File: src/rtl/pipe_datapath.sv
// Two-stage register-file/ALU datapath: RD stage captures bypassed operands,
// EX/WB stage computes the result, writes the register file and the status flags.
module pipe_datapath #(
  parameter  int DATA_W   = 8,
  parameter  int NUM_REGS = 16,
  localparam int ADDR_W   = $clog2(NUM_REGS)
) (
  input  logic              clk,
  input  logic              rst_n,
  input  logic              iss_valid,
  input  logic [ADDR_W-1:0] iss_dst,
  input  logic [ADDR_W-1:0] iss_src_a,
  input  logic [ADDR_W-1:0] iss_src_b,
  input  logic [DATA_W-1:0] iss_imm,
  input  logic              iss_imm_sel,
  input  logic [2:0]        iss_op,
  input  logic              iss_wr_en,
  output logic              wb_valid,
  output logic [ADDR_W-1:0] wb_dst,
  output logic [DATA_W-1:0] wb_data,
  output logic [3:0]        flags,
  input  logic [ADDR_W-1:0] dbg_addr,
  output logic [DATA_W-1:0] dbg_data
);

  localparam int SH_W = $clog2(DATA_W);
  localparam int MSB  = DATA_W - 1;

  typedef enum logic [2:0] {
    OP_ADD    = 3'd0,
    OP_SUB    = 3'd1,
    OP_AND    = 3'd2,
    OP_OR     = 3'd3,
    OP_XOR    = 3'd4,
    OP_SHL    = 3'd5,
    OP_SHR    = 3'd6,
    OP_PASS_B = 3'd7
  } alu_op_t;

  logic [DATA_W-1:0] rf [NUM_REGS];

  logic              ex_valid;
  logic              ex_wr_en;
  logic              ex_imm_sel;
  logic [ADDR_W-1:0] ex_dst;
  logic [DATA_W-1:0] ex_a;
  logic [DATA_W-1:0] ex_b;
  logic [DATA_W-1:0] ex_imm;
  alu_op_t           ex_op;

  logic [DATA_W:0]   sum;
  logic [DATA_W:0]   diff;
  logic [DATA_W-1:0] alu_res;
  logic [DATA_W-1:0] ex_result;
  logic              c_out;
  logic              v_out;
  logic [3:0]        alu_flags;
  logic              fwd_en;
  logic [DATA_W-1:0] opnd_a;
  logic [DATA_W-1:0] opnd_b;

  always_comb begin
    sum     = {1'b0, ex_a} + {1'b0, ex_b};
    diff    = {1'b0, ex_a} - {1'b0, ex_b};
    alu_res = '0;
    c_out   = 1'b0;
    v_out   = 1'b0;
    case (ex_op)
      OP_ADD: begin
        alu_res = sum[DATA_W-1:0];
        c_out   = sum[DATA_W];
        v_out   = (ex_a[MSB] == ex_b[MSB]) && (alu_res[MSB] != ex_a[MSB]);
      end
      OP_SUB: begin
        // the extra top bit of the widened difference is the unsigned borrow
        alu_res = diff[DATA_W-1:0];
        c_out   = diff[DATA_W];
        v_out   = (ex_a[MSB] != ex_b[MSB]) && (alu_res[MSB] != ex_a[MSB]);
      end
      OP_AND:    alu_res = ex_a & ex_b;
      OP_OR:     alu_res = ex_a | ex_b;
      OP_XOR:    alu_res = ex_a ^ ex_b;
      OP_SHL:    alu_res = ex_a << ex_b[SH_W-1:0];
      OP_SHR:    alu_res = ex_a >> ex_b[SH_W-1:0];
      OP_PASS_B: alu_res = ex_b;
      default:   alu_res = '0;
    endcase
    ex_result = ex_imm_sel ? ex_imm : alu_res;
    alu_flags = {alu_res[MSB], (alu_res == '0), c_out, v_out};
  end

  // Bypass from EX makes back-to-back dependent instructions see the new value.
  always_comb begin
    fwd_en = ex_valid && ex_wr_en;
    opnd_a = (fwd_en && (ex_dst == iss_src_a)) ? ex_result : rf[iss_src_a];
    opnd_b = (fwd_en && (ex_dst == iss_src_b)) ? ex_result : rf[iss_src_b];
  end

  // On a bubble only ex_valid drops; the held fields keep wb_dst/wb_data stable.
  always_ff @(posedge clk or negedge rst_n) begin
    if (!rst_n) begin
      ex_valid   <= 1'b0;
      ex_wr_en   <= 1'b0;
      ex_imm_sel <= 1'b0;
      ex_dst     <= '0;
      ex_a       <= '0;
      ex_b       <= '0;
      ex_imm     <= '0;
      ex_op      <= OP_ADD;
    end else if (iss_valid) begin
      ex_valid   <= 1'b1;
      ex_wr_en   <= iss_wr_en;
      ex_imm_sel <= iss_imm_sel;
      ex_dst     <= iss_dst;
      ex_a       <= opnd_a;
      ex_b       <= opnd_b;
      ex_imm     <= iss_imm;
      ex_op      <= alu_op_t'(iss_op);
    end else begin
      ex_valid   <= 1'b0;
    end
  end

  always_ff @(posedge clk or negedge rst_n) begin
    if (!rst_n) begin
      for (int unsigned i = 0; i < NUM_REGS; i++) rf[i] <= '0;
      flags <= '0;
    end else begin
      if (ex_valid && ex_wr_en) rf[ex_dst] <= ex_result;
      if (ex_valid && !ex_imm_sel) flags <= alu_flags;
    end
  end

  assign wb_valid = ex_valid;
  assign wb_dst   = ex_dst;
  assign wb_data  = ex_result;
  assign dbg_data = rf[dbg_addr];

endmodule

File: config.mk
export PLATFORM = sky130hd
export DESIGN_NAME = pipe_datapath
export DESIGN_NICKNAME = d
export VERILOG_FILES = /design/src/rtl/pipe_datapath.sv
export SDC_FILE = /design/constraint.sdc
export NUM_CORES = 1
export LEC_CHECK = 0
export BUFFER_PORTS_ARGS = -buffer_cell sky130_fd_sc_hd__clkbuf_2
export CORE_MARGIN = 4
export CORE_UTILIZATION = 50
export CTS_BUF_LIST = sky130_fd_sc_hd__clkbuf_8
export CTS_CLUSTER_SIZE = 30
export DETAILED_ROUTE_END_ITERATION = 7
export PLACE_DENSITY = 0.67
export SYNTH_ARGS = -nofsm -noshare
export SYNTH_HDL_FRONTEND = slang
export SYNTH_SLANG_ARGS = --single-unit
File: constraint.sdc
create_clock -name clk -period 3.75 [get_ports clk]
set_clock_uncertainty 0.2 [all_clocks]
set_input_delay 0.1875 -clock clk [delete_from_list [all_inputs] [get_ports clk]]
set_output_delay 0.1875 -clock clk [all_outputs]
set_load 0.05 [all_outputs]
==> results of run 1 <==
==> cells in the mapped netlist (9+ instances only) <==
| master | number |
|---|---|
| o31ai_1 | 9 |
| a22oi_1 | 10 |
| mux2_2 | 85 |
| nor2_1 | 65 |
| nor3_1 | 9 |
| nand3_1 | 10 |
| ha_1 | 25 |
| nand2b_1 | 13 |
| dfrtp_1 | 166 |
| a21oi_1 | 56 |
| inv_1 | 36 |
| clkbuf_1 | 43 |
| buf_2 | 25 |
| mux2i_1 | 12 |
| o21ai_0 | 38 |
| mux4_2 | 128 |
| xnor2_1 | 10 |
| nand2_1 | 55 |
==> flip-flops by register name, indices dropped and copies added, names as in the netlist <==
register    count
rf            128
ex_a            8
ex_b            8
ex_wr_en        1
ex_imm_sel      1
ex_imm          8
flags           4
ex_op           3
wb_valid        1
wb_dst          4
==> what timing repair did <==
| item | 4_1_cts | 5_1_grt |
|---|---|---|
| gates cloned | 0 | 0 |
| hold buffers | 19 | 0 |
| endpoints found under the hold margin | 82 | 0 |
| pin swaps | 2 | 3 |
| buffers inserted | 1 | 2 |
| setup endpoints to repair | 4 | 5 |
| gates resized for setup | 7 | 17 |
==> cells by family (layout without fill, tap and decap cells) <==
group                      Yosys count  in the layout
adders and majority gates           27             27
AOI/OAI and AO/OA                  166            166
xor gates and xnor gates            13             13
DFF                                166            166
muxes                              234            234
and+or+nand+nor                    193            193
buffers and inverters              120            194
==> critical path: cells and delay by family, from the launching register on <==
family                   cells  cell delay, ns
buffers and inverters        4            0.40
AO/OA/AOI/OAI                3            0.93
adder cells (fa/ha/maj)      2            0.53
multiplexers                 1            0.17
AND/OR/NAND/NOR              2            0.29
flip-flops                   1            0.43
==> cell type report <==
class / count / area, um^2
well taps: 280 / 350
inverters: 38 / 143
clock inverters: 15 / 209
flip-flops and latches: 166 / 4160
repair buffers: 124 / 913
fillers: 1801 / 9320
multi-input cells: 633 / 6630
clock buffers: 17 / 234
==> stage by stage <==
stage          setup slack (ns)  setup TNS [ns]   util  hold slack [ns]  std cells
6_report                  0.119               0  0.576           0.0192       1273
5_1_grt                 -0.0570         -0.0570  0.576           0.0642       1273
4_1_cts                  0.0120               0  0.572           0.0427       1271
3_5_place_dp              0.337               0  0.542           0.0101       1219
3_3_place_gp              0.458               0  0.542          0.00720       1219
2_1_floorplan             0.224               0      -           -0.308        919
==> metal layers <==
metal	up-vias	global-route usage	share of wire
met5	-	0	0
met4	0	0.0803	0.028
met3	65	0.0511	0.075
met2	427	0.437	0.48
met1	4302	0.376	0.42
li1	3625	-	-
==> cells in the final DEF (no fill, tap or decap), drive strengths merged, types with 9 or more instances in the layout <==
| cell type | Yosys | final |
|---|---|---|
| inv | 37 | 45 |
| a22oi | 10 | 10 |
| o21ai | 39 | 39 |
| nor3 | 9 | 9 |
| nand3 | 10 | 10 |
| nor2 | 66 | 66 |
| o31ai | 11 | 11 |
| mux2 | 90 | 90 |
| clkbuf | 45 | 70 |
| nand2b | 13 | 13 |
| buf | 37 | 52 |
| dlygate4sd3 | 0 | 19 |
| mux2i | 15 | 15 |
| ha | 25 | 25 |
| nand2 | 55 | 55 |
| xnor2 | 10 | 10 |
| a21oi | 57 | 57 |
| dfrtp | 166 | 166 |
| mux4 | 129 | 129 |
==> report_power, final <==
group          internal, mW  switching (mW)  total, mW
clock                 0.691           0.776       1.47
combinational          2.17            2.20       4.37
sequential             2.48           0.726       3.21
total                  5.34            3.70       9.05
==> worst max path at each step <==
stage / cells past startpoint / slack, ns / end
floorplan: 13 / 0.22 / wb_data[7]
global placement: 12 / 0.46 / wb_data[6]
detailed placement: 12 / 0.34 / wb_data[6]
CTS: 12 / 0.01 / wb_data[6]
global route: 10 / -0.06 / wb_data[6]
finish: 12 / 0.12 / wb_data[6]
==> results.yml, run 1 <==
floorplan:
  start_util: 0.511
  die_x_um: 158
  die_area_um2: 24900
  dieHeight_um: 158
  rows: 54
  core_region_area_um2: 22000
  ios: 57
yosys:
  synth_compound_gate_area_share: 0.0940
  yosysWarningCount: 0
  synth_top_cell_area_share: 0.371
  syn-num-nets: 978
  synth_top_family_by_area: "multiplexers"
  yosysSeqAreaShare: 0.371
  synth_mux_area_frac: 0.367
  yosys.area_share.adder: 0.0315
  synthArstFlopShare: 1.00
  synth-edff-count: 0
  synth-main-ff-cell: "dfrtp_1"
  syn_area_um2: 11200
  synth_largest_area_cell: "dfrtp_1"
  synth_xor_area_frac: 0.0102
  ys_ff_latch: 166
  avgSynthCellArea_um2: 12.2
  synthSimpleGateAreaFrac: 0.0819
  yosysUniqueCellTypes: 72
  synth_area_leaders: "dfrtp_1, mux4_2, mux2_2"
  syn_inst: 919
clock_tree:
  cts_inserted_buffers: 17
  cts.sinks: 166
  htree_levels: 4
  ctsRootBufferMaster: "clkbuf_8"
  worstSkewPairLatency_ns: 0.49
  clkTransAtPathRegs_ns: 0.11
  tritoncts: "done"
  max-clock-path-buffers: 2
power_and_ir_drop:
  peakVddDrop_mv: 0.415
  power.leakage_nw: 5.36
  power.density_nw_per_um2: 716
  power_mw: 9.05
sta:
  min_period_over_period: 0.968
  min_period_ns: 3.63
  worst_slew_pin_slew_ns: 1.00
  finalMaxSlewViolations: 0
  slew_headroom: 0.333
  finalHoldViolCount: 0
  fmax_mhz: 275
  setup-violations-final: 0
setup_path:
  r2r_end: "rf[110]"
  reg2reg_slack_ns: 0.51
  slowest_stage: "dfrtp_2"
  r2r_start: "ex_a[6]"
  path_cells: "inv_1 > ha_2 > inv_1 > fa_2 > nor3b_1 > o311ai_1 > a21o_1 > nand3_1 > a211oi_4 > mux2i_4 > inv_2 > buf_8"
  cp_max_fo: 5
  path_class: "flip-flop to output pin"
  crit_top_cell: "inv_1"
  reg2reg_depth: 10
  crit_start: "ex_a[0]"
  worstSetupStartpointType: "flip-flop"
  end_kind: "output pin"
  arrival_ns: 3.24
  required_ns: 3.36
  slowest_delay_ns: 0.43
detailed_routing:
  routedWlPerCell_um: 25.3
  postRouteWirelength_um: 32200
  drc_errors: 0
  ant_nets: 0
  vias: 8419
  vias_per_cell: 6.61
  drt_iter0_markers: 852
  firstDrtPassIters: 5
flow_run:
  timing.max_cap.violations: 0
final_layout:
  fin_nets: 1039
  area_growth_pct: 12.7
  layout-drive-gt1-share: 0.387
  fin_area_um2: 12600
  diodes: 0
place:
  hpwl_um: 22200
  io_buffers: 56
  routabilityCongestion: 1.02
  place_area_um2: 11900
hold_path:
  hold_class: "primary input to asynchronous set/reset pin"
grt:
  antenna_found_initial: 0
  overflow: 0
  grt_start_max_net_pins: 68
  grtUsageTotal: 0.270
  grt_pass1_wl_um: 50600
  first_global_vias: 8415
status:
  status: "finished clean"
Note: power is estimated with default switching activity, not from simulation.
==> run 2, diff against run 1 <==
==> constraint.sdc (replaced) <==
create_clock -name clk -period 3.75 [get_ports clk]
set_clock_uncertainty 0.2 [all_clocks]
set_input_delay 0.375 -clock clk [delete_from_list [all_inputs] [get_ports clk]]
set_output_delay 0.375 -clock clk [all_outputs]
set_load 0.05 [all_outputs]
==> results.yml, run 2 (synthesis results as in run 1) <==
status:
  status: "finished clean"
final_layout:
  diodes: 0
  stdcell_count: 1276
  regMostFlops: "rf"
  area_growth_pct: 13.2
  layout-drive-gt1-share: 0.401
  final_common_cell: "dfrtp_1"
  post-route-util: 0.578
  layout_common_cells: "dfrtp_1, mux4_2, mux2_2, nor2_1, nand2_1"
  fin_nets: 1042
  largest_reg_flops: 128
setup_path:
  arrival_ns: 3.09
  worstSetupStartpointType: "flip-flop"
  r2r_start: "ex_op[0]"
  end_kind: "output pin"
  r2r_end: "rf[109]"
  endpoint: "wb_data[5]"
  cp_max_fo: 19
  crit_start: "ex_op[0]"
  required_ns: 3.17
  reg2reg_depth: 10
  path_class: "flip-flop to output pin"
  reg2reg_slack_ns: 0.65
sta:
  slew_headroom: 0.426
  hold_slack_ns: 0.258
  min_period_over_period: 0.976
  finalMaxSlewViolations: 0
  fmax_mhz: 273
  rsz0062_at_grt: "yes"
  worst_slew_pin_slew_ns: 0.861
  setup-violations-final: 0
  min_period_ns: 3.66
  finalHoldViolCount: 0
  setup_slack_ns: 0.0888
  finalSetupTns_ns: 0
clock_tree:
  cts.sinks: 166
  htree_levels: 4
  cts_inserted_buffers: 17
  worstSkewPairLatency_ns: 0.48
  ctsRootBufferMaster: "clkbuf_8"
  tritoncts: "done"
  max-clock-path-buffers: 2
  clkTransAtPathRegs_ns: 0.10
place:
  place_inst: 1218
  post-place-ws_ns: 0.343
  hpwl_um: 22300
  io_buffers: 56
  routabilityCongestion: 1.02
grt:
  overflow: 0
  antenna_found_initial: 0
  first_global_vias: 8317
  grt_pass1_wl_um: 50600
  grtUsageTotal: 0.271
  grt_start_max_net_pins: 92
power_and_ir_drop:
  peakVddDrop_mv: 0.408
  power.leakage_nw: 5.37
  power.density_nw_per_um2: 723
detailed_routing:
  drt_iter0_markers: 907
  ant_nets: 0
  firstDrtPassIters: 5
  vias: 8420
  vias_per_cell: 6.60
  routedWlPerCell_um: 25.6
  postRouteWirelength_um: 32700
  drc_errors: 0
floorplan:
  ios: 57
  core_region_area_um2: 22000
  start_util: 0.511
  rows: 54
  die_x_um: 158
  dieHeight_um: 158
  die_area_um2: 24900
hold_path:
  hold_class: "primary input to flip-flop"
flow_run:
  timing.max_cap.violations: 0
## run 2: cell count changes in the layout (fill, tap and decap cells not counted), moves of 2 or more
cell,previous run,this run
buf_4,45,50
bufinv_16,3,5
clkinvlp_4,0,2
dfrtp_1,162,158
dfrtp_2,4,8
inv_8,4,1
nand3_1,10,8
nand3_2,0,2
## run 2: cell type report
type / count / area [um^2]
clock buffers: 18 / 248
clock inverters: 14 / 221
fillers: 1792 / 9270
inverters: 38 / 143
multi-input cells: 633 / 6640
flip-flops and latches: 166 / 4160
well taps: 280 / 350
repair buffers: 127 / 926
## run 2: worst min-delay path by stage
stage	from	end	depth (start not counted)
global route	iss_valid	ex_b[4]	2
detailed placement	flags[0]	flags[0]	2
global placement	flags[0]	flags[0]	2
floorplan	rst_n	ex_a[0]	0
finish	iss_valid	ex_b[4]	2
CTS	iss_valid	ex_b[4]	2
## run 2: repair_timing
item / in CTS / in global routing
resized for setup: 5 / 27
endpoints found under the hold margin: 104 / 0
setup buffers: 1 / 7
pin swaps: 2 / 3
hold buffers: 18 / 0
endpoints found under the setup margin: 2 / 6
## run 2: per-stage QoR
step / instance area [um^2] / power (mW)
final: 12700 / 9.18
after global routing: 12700 / 9.69
after CTS: 12600 / 9.01
after detailed placement: 11900 / 7.42
after global placement: 11900 / 7.31
after floorplan: 11200 / 6.26
## run 2: where the power goes
part | switching (mW) | internal [mW]
combinational | 2.24 | 2.19
clock | 0.731 | 0.819
sequential | 0.719 | 2.48
total | 3.69 | 5.49
## run 2: layer usage
layer | vias to the layer above | GRT usage | routed length (um)
met3 | 58 | 0.0593 | 2900
met2 | 448 | 0.429 | 15500
met1 | 4276 | 0.377 | 13400
met5 | - | 0 | 0
li1 | 3638 | - | -
met4 | 0 | 0.0897 | 865
## run 2: critical path: stages, from the launching register on
cell and delay (ns):
dfrtp_2 0.50, buf_4 0.23, and2_1 0.31, a221oi_1 0.33
a21oi_1 0.07, a211oi_1 0.37, o31ai_2 0.16, mux2i_2 0.17
buf_4 0.18, inv_1 0.04, clkbuf_2 0.22
